File: config.mk
export PLATFORM = sky130hd
export DESIGN_NAME = uart_rx
export DESIGN_NICKNAME = d
export VERILOG_FILES = /design/src/rtl/uart_rx.sv
export SDC_FILE = /design/constraint.sdc
export NUM_CORES = 1
export LEC_CHECK = 0
export ABC_AREA = 1
export BUFFER_PORTS_ARGS = -buffer_cell sky130_fd_sc_hd__buf_4
export CAP_MARGIN = 10
export CELL_PAD_IN_SITES_DETAIL_PLACEMENT = 0
export CELL_PAD_IN_SITES_GLOBAL_PLACEMENT = 2
export CORE_ASPECT_RATIO = 1.2
export CORE_MARGIN = 2
export CORE_UTILIZATION = 32
export DETAILED_ROUTE_END_ITERATION = 7
export PLACE_DENSITY = 0.74
export SKIP_CTS_REPAIR_TIMING = 1
export SLEW_MARGIN = 15
export SYNTH_ARGS = -nofsm -noshare
export SYNTH_HDL_FRONTEND = slang
export SYNTH_SLANG_ARGS = --single-unit
File: constraint.sdc
create_clock -name clk -period 1.79 [get_ports clk]
set_input_delay 0.358 -clock clk [delete_from_list [all_inputs] [get_ports clk]]
set_output_delay 0.358 -clock clk [all_outputs]
set_load 0.01 [all_outputs]
File: src/rtl/uart_rx.sv
// uart_rx: 8N1 serial receiver with a one-entry valid/ready holding register.
//
// Oversamples the asynchronous rx line through a 2-flop synchronizer, finds the
// start-bit centre, samples each data bit (LSB first) and the stop bit at mid-bit,
// and hands the byte to the consumer through a single holding register.
//
// Ports:
//   clk      in   clock
//   rst      in   synchronous active-high reset
//   rx       in   asynchronous serial input, idles high
//   ch_vld   out  holding register contains a byte
//   ch       out  received byte, stable while ch_vld is high
//   ch_rdy   in   consumer accepts the byte (handshake on ch_vld & ch_rdy)
//   frm_err  out  one-cycle pulse: stop bit sampled low, byte discarded
//   ovr_err  out  one-cycle pulse: byte dropped because the holding register was full
//
// CLKS_PER_BIT must be even and at least 4.
module uart_rx #(
    parameter int unsigned CLKS_PER_BIT = 16
) (
    input  logic       clk,
    input  logic       rst,
    input  logic       rx,
    output logic       ch_vld,
    output logic [7:0] ch,
    input  logic       ch_rdy,
    output logic       frm_err,
    output logic       ovr_err
);

    localparam int unsigned CntW = $clog2(CLKS_PER_BIT);
    localparam logic [CntW-1:0] CntHalf = CntW'(CLKS_PER_BIT / 2 - 1);
    localparam logic [CntW-1:0] CntLast = CntW'(CLKS_PER_BIT - 1);

    typedef enum logic [2:0] {
        StIdle,
        StStart,
        StData,
        StStop,
        StBreak
    } state_e;

    // Synchronizer, both stages idle high so reset never looks like a start bit.
    logic rx_meta_q;
    logic rx_s_q;

    state_e          state_q, state_d;
    logic [CntW-1:0] cnt_q, cnt_d;
    logic [2:0]      bit_idx_q, bit_idx_d;
    logic [7:0]      shift_q, shift_d;
    logic            ch_vld_q, ch_vld_d;
    logic [7:0]      ch_q, ch_d;
    logic            frm_err_q, frm_err_d;
    logic            ovr_err_q, ovr_err_d;

    logic            deliver;
    logic            handshake;

    always_ff @(posedge clk) begin
        if (rst) begin
            rx_meta_q <= 1'b1;
            rx_s_q    <= 1'b1;
        end else begin
            rx_meta_q <= rx;
            rx_s_q    <= rx_meta_q;
        end
    end

    // Receive FSM next-state logic.
    always_comb begin
        state_d   = state_q;
        cnt_d     = cnt_q + CntW'(1);
        bit_idx_d = bit_idx_q;
        shift_d   = shift_q;
        deliver   = 1'b0;
        frm_err_d = 1'b0;

        unique case (state_q)
            StIdle: begin
                cnt_d = '0;
                if (!rx_s_q) begin
                    state_d = StStart;
                end
            end
            StStart: begin
                // Start-bit centre: a line that has gone high again was a glitch.
                if (cnt_q == CntHalf) begin
                    cnt_d = '0;
                    if (!rx_s_q) begin
                        state_d   = StData;
                        bit_idx_d = 3'd0;
                    end else begin
                        state_d = StIdle;
                    end
                end
            end
            StData: begin
                if (cnt_q == CntLast) begin
                    cnt_d            = '0;
                    shift_d[bit_idx_q] = rx_s_q;
                    bit_idx_d        = bit_idx_q + 3'd1;
                    if (bit_idx_q == 3'd7) begin
                        state_d = StStop;
                    end
                end
            end
            StStop: begin
                // Decision at mid stop bit, so IDLE re-arms before the bit ends.
                if (cnt_q == CntLast) begin
                    cnt_d = '0;
                    if (rx_s_q) begin
                        deliver = 1'b1;
                        state_d = StIdle;
                    end else begin
                        frm_err_d = 1'b1;
                        state_d   = StBreak;
                    end
                end
            end
            StBreak: begin
                // Wait out a held-low line so it yields only one framing error.
                cnt_d = '0;
                if (rx_s_q) begin
                    state_d = StIdle;
                end
            end
            default: begin
                state_d = StIdle;
                cnt_d   = '0;
            end
        endcase
    end

    // Holding register: a same-cycle handshake frees the slot for the new byte.
    assign handshake = ch_vld_q & ch_rdy;

    always_comb begin
        ch_vld_d  = ch_vld_q & ~handshake;
        ch_d      = ch_q;
        ovr_err_d = 1'b0;
        if (deliver) begin
            if (!ch_vld_q || handshake) begin
                ch_d     = shift_q;
                ch_vld_d = 1'b1;
            end else begin
                ovr_err_d = 1'b1;
            end
        end
    end

    always_ff @(posedge clk) begin
        if (rst) begin
            state_q   <= StIdle;
            cnt_q     <= '0;
            bit_idx_q <= 3'd0;
            shift_q   <= 8'h00;
            ch_vld_q  <= 1'b0;
            ch_q      <= 8'h00;
            frm_err_q <= 1'b0;
            ovr_err_q <= 1'b0;
        end else begin
            state_q   <= state_d;
            cnt_q     <= cnt_d;
            bit_idx_q <= bit_idx_d;
            shift_q   <= shift_d;
            ch_vld_q  <= ch_vld_d;
            ch_q      <= ch_d;
            frm_err_q <= frm_err_d;
            ovr_err_q <= ovr_err_d;
        end
    end

    assign ch_vld  = ch_vld_q;
    assign ch      = ch_q;
    assign frm_err = frm_err_q;
    assign ovr_err = ovr_err_q;

endmodule

## Word-level counts from Yosys, hierarchy flattened

Index checks and enable logic that the tools add are counted.

| word-level totals | value |
|---|---|
| flip-flop bits (word level) | 31 |
| bits of input ports | 4 |
| output and inout port bits | 11 |
| logic and storage cells | 72 |

| cells by class | value |
|---|---|
| add/sub/neg operators | 2 |
| $lt $le $gt $ge | 2 |
| equal/unequal tests | 14 |
| muxes and demuxes | 26 |
| bitwise gates (word level) | 6 |
| reductions and logical operators | 12 |

Operator list:

| cell | count |
|---|---|
| $mux W3 | 10 |
| $pmux W3 S5 | 1 |
| $ne A2 B2 Y1 const B | 7 |
| $bwmux W8 | 1 |
| $mux W1 | 8 |
| $mux W4 | 2 |
| $pmux W4 S2 | 1 |
| $eq A3 B2 Y1 const B | 2 |
| $eq A3 B3 Y1 const B | 2 |
| $pmux W3 S2 | 1 |
| $reduce_and A6 Y1 | 1 |
| $add A4 B1 Y4 const B | 1 |
| $eq A4 B3 Y1 const B | 1 |
| $eq A4 B4 Y1 const B | 1 |
| $lt A3 B4 Y1 const B | 1 |
| $not A1 Y1 | 4 |
| $reduce_and A2 Y1 | 2 |
| $reduce_and A4 Y1 | 1 |
| $reduce_or A2 Y1 | 2 |
| $add A3 B1 Y3 const B | 1 |
| $demux W1 S3 | 1 |
| $eq A3 B1 Y1 const B | 1 |
| $ge A3 B1 Y1 const B | 1 |
| $logic_not A3 Y1 | 1 |
| other kinds (7) | 8 |

## Depth between registers and ports, before layout

Gate-level depths: netlist (run 1).

| depth | value |
|---|---|
| depth after elaboration | 5 |
| depth in mapped cells | 9 |
| gate-level depth less buffers | 9 |

## Worst setup path before layout (run 1)

Ideal clock, no wire load.

| path | value |
|---|---|
| path kind | register -> register |
| start point | register cnt_q[0] |
| end point | register ch_q[0] (netlist: ch[0]) |
| library setup time | 132 ps |
| arrival time | 1,289 ps |
| required time | 1,658 ps |
| path slack | 369 ps |
| stages on the path, launching flop included | 7 |
| buffers on the path | 0 |
| period minus slack after synthesis | 1,421 ps |
| cell sequence | dfxtp_1 > ha_1 > nand3_2 > nor3_4 > nand2_4 > nand2_1 > a21oi_1 |

| on the way | value |
|---|---|
| word-level cells in the longest chain between the ends | 4 |

RTL lines:

| what | line | RTL |
|---|---|---|
| from (decl) | 48 | `logic [CntW-1:0] cnt_q, cnt_d;` |
| from (signal assigned) | 163 | `cnt_q <= cnt_d;` |
| $eq A4 B4 Y1 | 109 | `if (cnt_q == CntLast) begin` |
| $mux W1 | 109 |  |
| $mux W1 | 78 | `unique case (state_q)` |
| $reduce_and A2 Y1 (no line) | -- |  |
| to (signal assigned) | 167 | `ch_q <= ch_d;` |
| to (decl) | 52 | `logic [7:0] ch_q, ch_d;` |

No other way between the ends.
A chain may end at the register's enable or synchronous reset.

## Worst setup path after layout (run 1)

| path | value |
|---|---|
| start point | register cnt_q[0] |
| end point | register ch_q[6] (netlist: ch[6]) |

The elaborated chain is that of the path after synthesis.

==> results of run 1 <==
-- logic make-up (layout without fill, tap and decap cells) --
group	after synthesis	after routing	share of synthesized area (%)
xor gates and xnor gates	1	1	0.6687
and+or+nand+nor	97	97	34.48
adders and majority gates	3	3	2.866
DFF	31	31	47.37
buffers and inverters	18	38	5.253
AOI/OAI and AO/OA	24	24	9.359
-- critical path: stages, from the launching register on --
cell and delay [ps]:
dfxtp_1 350, ha_1 240, nand3_2 180, nor3_4 380, nand2_4 140, nand2_1 90, a21oi_1 60
-- how the worst max path moves through the flow --
stage / slack [ps] / from / cells past startpoint / end
finish: 230 / cnt_q[0]$_SDFF_PP0_ / 6 / ch[6]$_SDFFE_PP0P_
global route: 50 / cnt_q[0]$_SDFF_PP0_ / 6 / ch[3]$_SDFFE_PP0P_
CTS: 170 / cnt_q[0]$_SDFF_PP0_ / 6 / ch[6]$_SDFFE_PP0P_
detailed placement: 180 / cnt_q[0]$_SDFF_PP0_ / 6 / ch[6]$_SDFFE_PP0P_
global placement: 230 / cnt_q[0]$_SDFF_PP0_ / 6 / ch[3]$_SDFFE_PP0P_
floorplan: 370 / cnt_q[0]$_SDFF_PP0_ / 6 / ch[0]$_SDFFE_PP0P_
-- layout make-up --
class,instances,area share (%)
clock buffers,8,6.329
repair buffers,16,7.595
inverters,14,3.323
flip-flops and latches,31,39.24
well taps,54,4.272
multi-input cells,125,39.24
-- synthesized netlist by cell type (all sizes together) --
cell type | count | area [µm²]
nand2 | 36 | 147.6
dfxtp | 31 | 620.6
nor2 | 27 | 111.4
nand3 | 18 | 95.09
a21oi | 15 | 75.07
inv | 14 | 52.55
nor3 | 11 | 66.32
o21ai | 8 | 40.03
ha | 3 | 37.54
buf | 2 | 8.750
clkbuf | 2 | 7.510
nand4 | 2 | 12.51
or2 | 2 | 12.51
and2 | 1 | 6.260
o21bai | 1 | 7.510
xor2 | 1 | 8.760
-- layer usage --
metal	vias up	share of wire [%]	GRT usage, %
li1	605	-	-
met1	506	45	14.38
met2	17	50	25.21
met3	2	4.1	4.236
met4	0	0.90	7.407
met5	-	0	0
-- power groups by stage --
stage                     Combinational, mW  Clock (mW)  Sequential [mW]
after CTS                             0.393       0.620            0.779
after detailed placement              0.392           0            0.795
after global placement                0.388           0            0.796
final                                 0.392       0.599            0.779
after global routing                  0.457       0.651            0.787
after floorplan                       0.295           0            0.783
-- placed cells by master (no fill, tap or decap) --
master,count
a21oi_1,15
and2_1,1
buf_4,16
clkbuf_1,1
clkbuf_8,7
dfxtp_1,31
ha_1,3
inv_1,13
inv_2,1
nand2_1,33
nand2_2,2
nand2_4,1
nand3_1,17
nand3_2,1
nand4_1,2
nor2_1,25
nor2_2,1
nor2_4,1
nor3_1,10
nor3_4,1
o21ai_0,7
o21ai_1,1
o21bai_1,1
or2_2,2
xor2_1,1
-- state kept, by name, summed over array words and instances (netlist names), 3 cells and up --
name       flops
shift_q        8
state_q        3
ch             8
cnt_q          4
bit_idx_q      3
-- through the flow --
stage / utilization (%) / setup WS, ps / power [mW] / cell area [µm²]
after global placement: 37.59 / 232.3 / 1.184 / 1481
after detailed placement: 37.59 / 182.9 / 1.187 / 1481
final: 40.13 / 231.2 / 1.769 / 1582
after floorplan: - / 369.0 / 1.077 / 1310
after CTS: 40.13 / 171.1 / 1.792 / 1582
after global routing: 40.13 / 46.50 / 1.895 / 1582
==> key figures, run 1 <==
Timing
  • Worst slew margin relative to its limit: 71.58%
  • Summed negative setup slack over all endpoints: 0 ps
  • Final Skew: 5.525 ps
  • Share of the clock period used by the worst path after layout: 87.08%
  • Achievable clock frequency: 0.6415 GHz
  • Final setup vio count: 0
  • Actual slew at the worst max-slew pin: 424.9 ps
  • RSZ-0062 raised after global routing: false
  • Final worst path period need: 1559 ps
  • Final Max Slew Viols: 0
  • Post-route worst hold slack: 267.2 ps
  • Count of final hold-check violations: 0

Worst setup path
  • Largest fanout of any net on the critical path: 10
  • FF-to-FF path depth: 6
  • Worst setup SP type: flip-flop
  • Worst Path Arrival: 1720 ps
  • Reg-to-reg endpoint: ch[6]$_SDFFE_PP0P_
  • R2r setup slk: 230 ps
  • RR Startpoint: cnt_q[0]$_SDFF_PP0_
  • Required arrival time at the worst endpoint: 1950 ps
  • Type of the worst setup path: reg -> reg
  • Crit path capture type: flip-flop

Clocking
  • # clock sinks: 31
  • Number of buffers between clock root and the deepest sink: 2
  • Clock transition time at the flip-flop clock pins of the worst setup and hold paths: 60 ps
  • Clock latency reported for the late side of the worst-skew pair: 280 ps
  • TritonCTS buffer count: 5
  • Clock tree from TritonCTS: built
  • Clock H-tree levels: 2
  • Clock tree root driver cell: clkbuf_8

Placement
  • PortBufs: 14
  • Detail Placement HPWL: 2103 µm
  • Count of placed standard cells including taps: 240
  • RePlAce Congestion: 0.8606

Logic synthesis
  • Number of synthesis warnings: 0
  • Per-instance average area after synthesis: 7.529 µm²
  • Portion of the post-synthesis area used by sequential elements: 47.37%
  • Synthesized netlist cell count: 174
  • Number of library cell types mapped by synthesis: 25
  • Mapped cell area: 1310 µm²
  • Synthesis-stage register bit count: 31
  • Post-synthesis net count: 181

Floorplan
  • Width of the chip: 62.41 µm
  • Number of top-level design ports: 15
  • Starting utilization of the core area: 33.24%
  • Row Count: 25
  • Vertical die dimension: 74.09 µm
  • Core area: 3941 µm²
  • Area of the die: 4624 µm²

Detailed routing
  • Initial DRT Pass Iterations: 4
  • DR vias: 1130
  • Post-route DRC: 0
  • Iter 0 DRT Violations: 49
  • Routed wire length: 2789 µm
  • Routed Antenna Nets: 0
  • Detail-routed via count per cell: 4.556
  • Routed wire per std cell: 11.25 µm

Hold path
  • Depth of the worst hold-timing path: 2
  • Tightest Hold Check Type: in -> reg
  • Endpoint, Worst Hold: rx_meta_q$_SDFF_PP1_
  • Hold Crit Start: rx

Power and ir drop
  • Power per standard cell area: 1119 nW/µm²
  • Internal power component: 1.226 mW
  • Net switching power: 0.5430 mW
  • Portion of total power attributed to the clock network: 33.8%
  • Net switching share of the total power: 30.69%
  • Relative contribution of combinational cells to total power: 22.1%
  • Static leakage: 0.6285 nW
  • Peak supply drop: 397.9 µV
  • Sequential Power Share: 44.0%

Cells and area
  • Diodes inserted: 0
  • Number of non-filler instances in the completed layout: 248
  • Total area of multi-input combinational cells: 620.6 µm²
  • Area grow syn2layout: 20.73%
  • Layout cell share with drive strength beyond 1: 17.01%
  • Filler cells: 422
  • Reg area: 620.6 µm²
  • Net count of the finished layout: 200

GRT
  • Number of global-route vias before repair: 1103
  • Aggregate global-route resource usage: 13.78%
  • Initial antenna violation count: 0
  • Wire length of the first global-routing pass: 4878 µm
  • Largest net degree at the start of global routing: 21
  • Sum of overflow across all layers after global routing: 0

Run
  • Count of max-cap constraint violations: 0

Run status
  • Outcome: completed
(Power assumes the default switching activity.)
==> run 2: changes to the inputs <==
--- a/config.mk
+++ b/config.mk
@@ -14,6 +14,7 @@
 export CORE_MARGIN = 2
 export CORE_UTILIZATION = 32
 export DETAILED_ROUTE_END_ITERATION = 7
+export GPL_TIMING_DRIVEN = 0
 export PLACE_DENSITY = 0.74
 export SKIP_CTS_REPAIR_TIMING = 1
 export SLEW_MARGIN = 15
==> run 2 against run 1 <==
  * Count of clock-buffer cells in the layout is 2 lower
  * Setup slack worse by 20 ps
  * Sequential power rose by 0.6%
  * Combinational power increased by 4%
  * Critical path depth is the same
  * Largest cell class is now multi-input combinational cells
  * Largest power group unchanged
  * Highest routed layer unchanged
==> key figures, run 2 (synthesized netlist as in run 1, its figures left out) <==
Timing
  • RSZ-0062 raised after global routing: false
  • Actual slew at the worst max-slew pin: 490.9 ps (+65.94 ps)
  • Worst slew margin relative to its limit: 67.27% (-4.3 points)
  • Final Max Slew Viols: 0 (unchanged)
  • Count of final hold-check violations: 0 (unchanged)
  • Share of the clock period used by the worst path after layout: 88.21% (+1.1 points)
  • Summed negative setup slack over all endpoints: 0 ps (unchanged)
  • Final worst path period need: 1579 ps (+20.21 ps)
  • Post-route worst hold slack: 264.6 ps (-2.565 ps)
  • Final setup vio count: 0 (unchanged)
  • Achievable clock frequency: 0.6333 GHz (-1.3%)
  • Final Skew: 4.104 ps (-1.421 ps)

Detailed routing
  • Routed wire length: 2901 µm (+4.0%)
  • Routed wire per std cell: 11.65 µm (+3.6%)
  • Initial DRT Pass Iterations: 4 (unchanged)
  • Post-route DRC: 0 (unchanged)
  • Iter 0 DRT Violations: 39 (-20%)
  • Routed Antenna Nets: 0 (unchanged)
  • Detail-routed via count per cell: 4.614 (+1.3%)
  • DR vias: 1149 (+1.7%)

Cells and area
  • Diodes inserted: 0 (unchanged)
  • Number of non-filler instances in the completed layout: 249 (+0.40%)
  • Most frequent standard cell in the layout excluding fill and tap cells: nand2_1
  • Commonest non-fill, non-tap cells in the layout: 33 x nand2_1, 31 x dfxtp_1, 24 x nor2_1, 16 x nand3_1
  • Net count of the finished layout: 203 (+1.5%)
  • Layout cell share with drive strength beyond 1: 16.92% (-0.087 points)
  • Filler cells: 440 (+4.3%)
  • Area grow syn2layout: 20.25%

Floorplan
  • Width of the chip: 62.41 µm (unchanged)
  • Number of top-level design ports: 15 (unchanged)
  • Vertical die dimension: 74.09 µm (unchanged)
  • Starting utilization of the core area: 33.24% (unchanged)
  • Area of the die: 4624 µm² (unchanged)
  • Row Count: 25 (unchanged)
  • Core area: 3941 µm² (unchanged)

Clocking
  • Clock tree from TritonCTS: built
  • Clock H-tree levels: 2 (unchanged)
  • Number of buffers between clock root and the deepest sink: 2 (unchanged)
  • TritonCTS buffer count: 5 (unchanged)
  • Clock tree root driver cell: clkbuf_8
  • # clock sinks: 31 (unchanged)
  • Clock transition time at the flip-flop clock pins of the worst setup and hold paths: 60 ps (about the same)
  • Clock latency reported for the late side of the worst-skew pair: 280 ps (about the same)

GRT
  • Largest net degree at the start of global routing: 11 (-48%)
  • Initial antenna violation count: 0 (unchanged)
  • Wire length of the first global-routing pass: 4988 µm (+2.3%)
  • Number of global-route vias before repair: 1125 (+2.0%)
  • Sum of overflow across all layers after global routing: 0 (unchanged)
  • Aggregate global-route resource usage: 14.16% (+0.38 points)

Run
  • Count of max-cap constraint violations: 0 (unchanged)

Worst setup path
  • Buffer and inverter count on the worst path: 1 (+1)
  • Required arrival time at the worst endpoint: 1990 ps (+40 ps)
  • Crit-path leading delay family: simple AND/OR/NAND/NOR gates
  • Worst setup SP type: flip-flop
  • Highest cell delay on the worst timing path: 350 ps (-30 ps)
  • Library cell contributing the largest single delay on the critical path: dfxtp_1
  • Crit path capture type: flip-flop
  • Largest fanout of any net on the critical path: 7 (-3)
  • Crit path cell chain: ha_1 -> nand3_2 -> nor3_4 -> buf_4 -> nand3_1 -> a21oi_1
  • Type of the worst setup path: reg -> reg
  • Worst Path Arrival: 1780 ps (+60 ps)

Power and ir drop
  • Power per standard cell area: 1067 nW/µm² (-4.6%)
  • Peak supply drop: 419.8 µV (+5.5%)
  • Static leakage: 0.6226 nW (-0.93%)

Placement
  • Detail Placement HPWL: 2126 µm (+1.1%)
  • Count of placed standard cells including taps: 242 (+0.83%)
  • RePlAce Congestion: 0.8070 (-6.2%)
  • PortBufs: 14 (unchanged)

Run status
  • Outcome: completed

Hold path
  • Tightest Hold Check Type: in -> reg
## run 2: path summary, 6_finish.rpt
path,slack [ps],startpoint,cells past startpoint,end
setup / recovery,210,cnt_q[0]$_SDFF_PP0_,6,ch[2]$_SDFFE_PP0P_
hold / removal,260,rx,2,rx_meta_q$_SDFF_PP1_
setup reg to reg,210,cnt_q[0]$_SDFF_PP0_,6,ch[2]$_SDFFE_PP0P_
hold reg to reg,420,rx_meta_q$_SDFF_PP1_,1,rx_s_q$_SDFF_PP1_
## run 2: stage by stage
stage / cell area (µm²) / setup slack [ps] / util, % / total power, mW
5_1_grt: 1575 / 70.32 / 39.97 / 1.802
2_1_floorplan: 1310 / 369.0 / - / 1.077
6_report: 1575 / 211.0 / 39.97 / 1.681
3_5_place_dp: 1483 / 30.59 / 37.62 / 1.159
4_1_cts: 1555 / 19.34 / 39.46 / 1.660
3_3_place_gp: 1483 / 48.65 / 37.62 / 1.154
## run 2: power breakdown
group	internal (mW)	total (mW)	switching, mW
logic	0.140	0.409	0.268
registers	0.731	0.784	0.0534
clock network	0.258	0.488	0.230
## run 2: worst register-to-register path: stages (launching register included)
cell     delay, ps
dfxtp_1        350
ha_1           230
nand3_2        200
nor3_4         280
buf_4          210
nand3_1         70
a21oi_1        160
## run 2: final cells by class
cell class                 instances  area [µm²]  area share (%)
multi-input combinational        125       633.1           40.19
tap                               54       67.56           4.289
sequential                        31       620.6           39.40
clock buffer                       6       72.57           4.607
buffer                             4       16.27           1.033
timing repair buffer              15       112.6           7.149
inverter                          14       52.55           3.336
## run 2: per-layer routing
layer | part of all wire [%] | GRT usage, % | vias to the layer above
li1 | - | - | 615
met1 | 44 | 15.00 | 517
met2 | 51 | 26.16 | 12
met3 | 3.1 | 2.874 | 5
met4 | 1.9 | 8.889 | 0
met5 | 0 | 0 | -
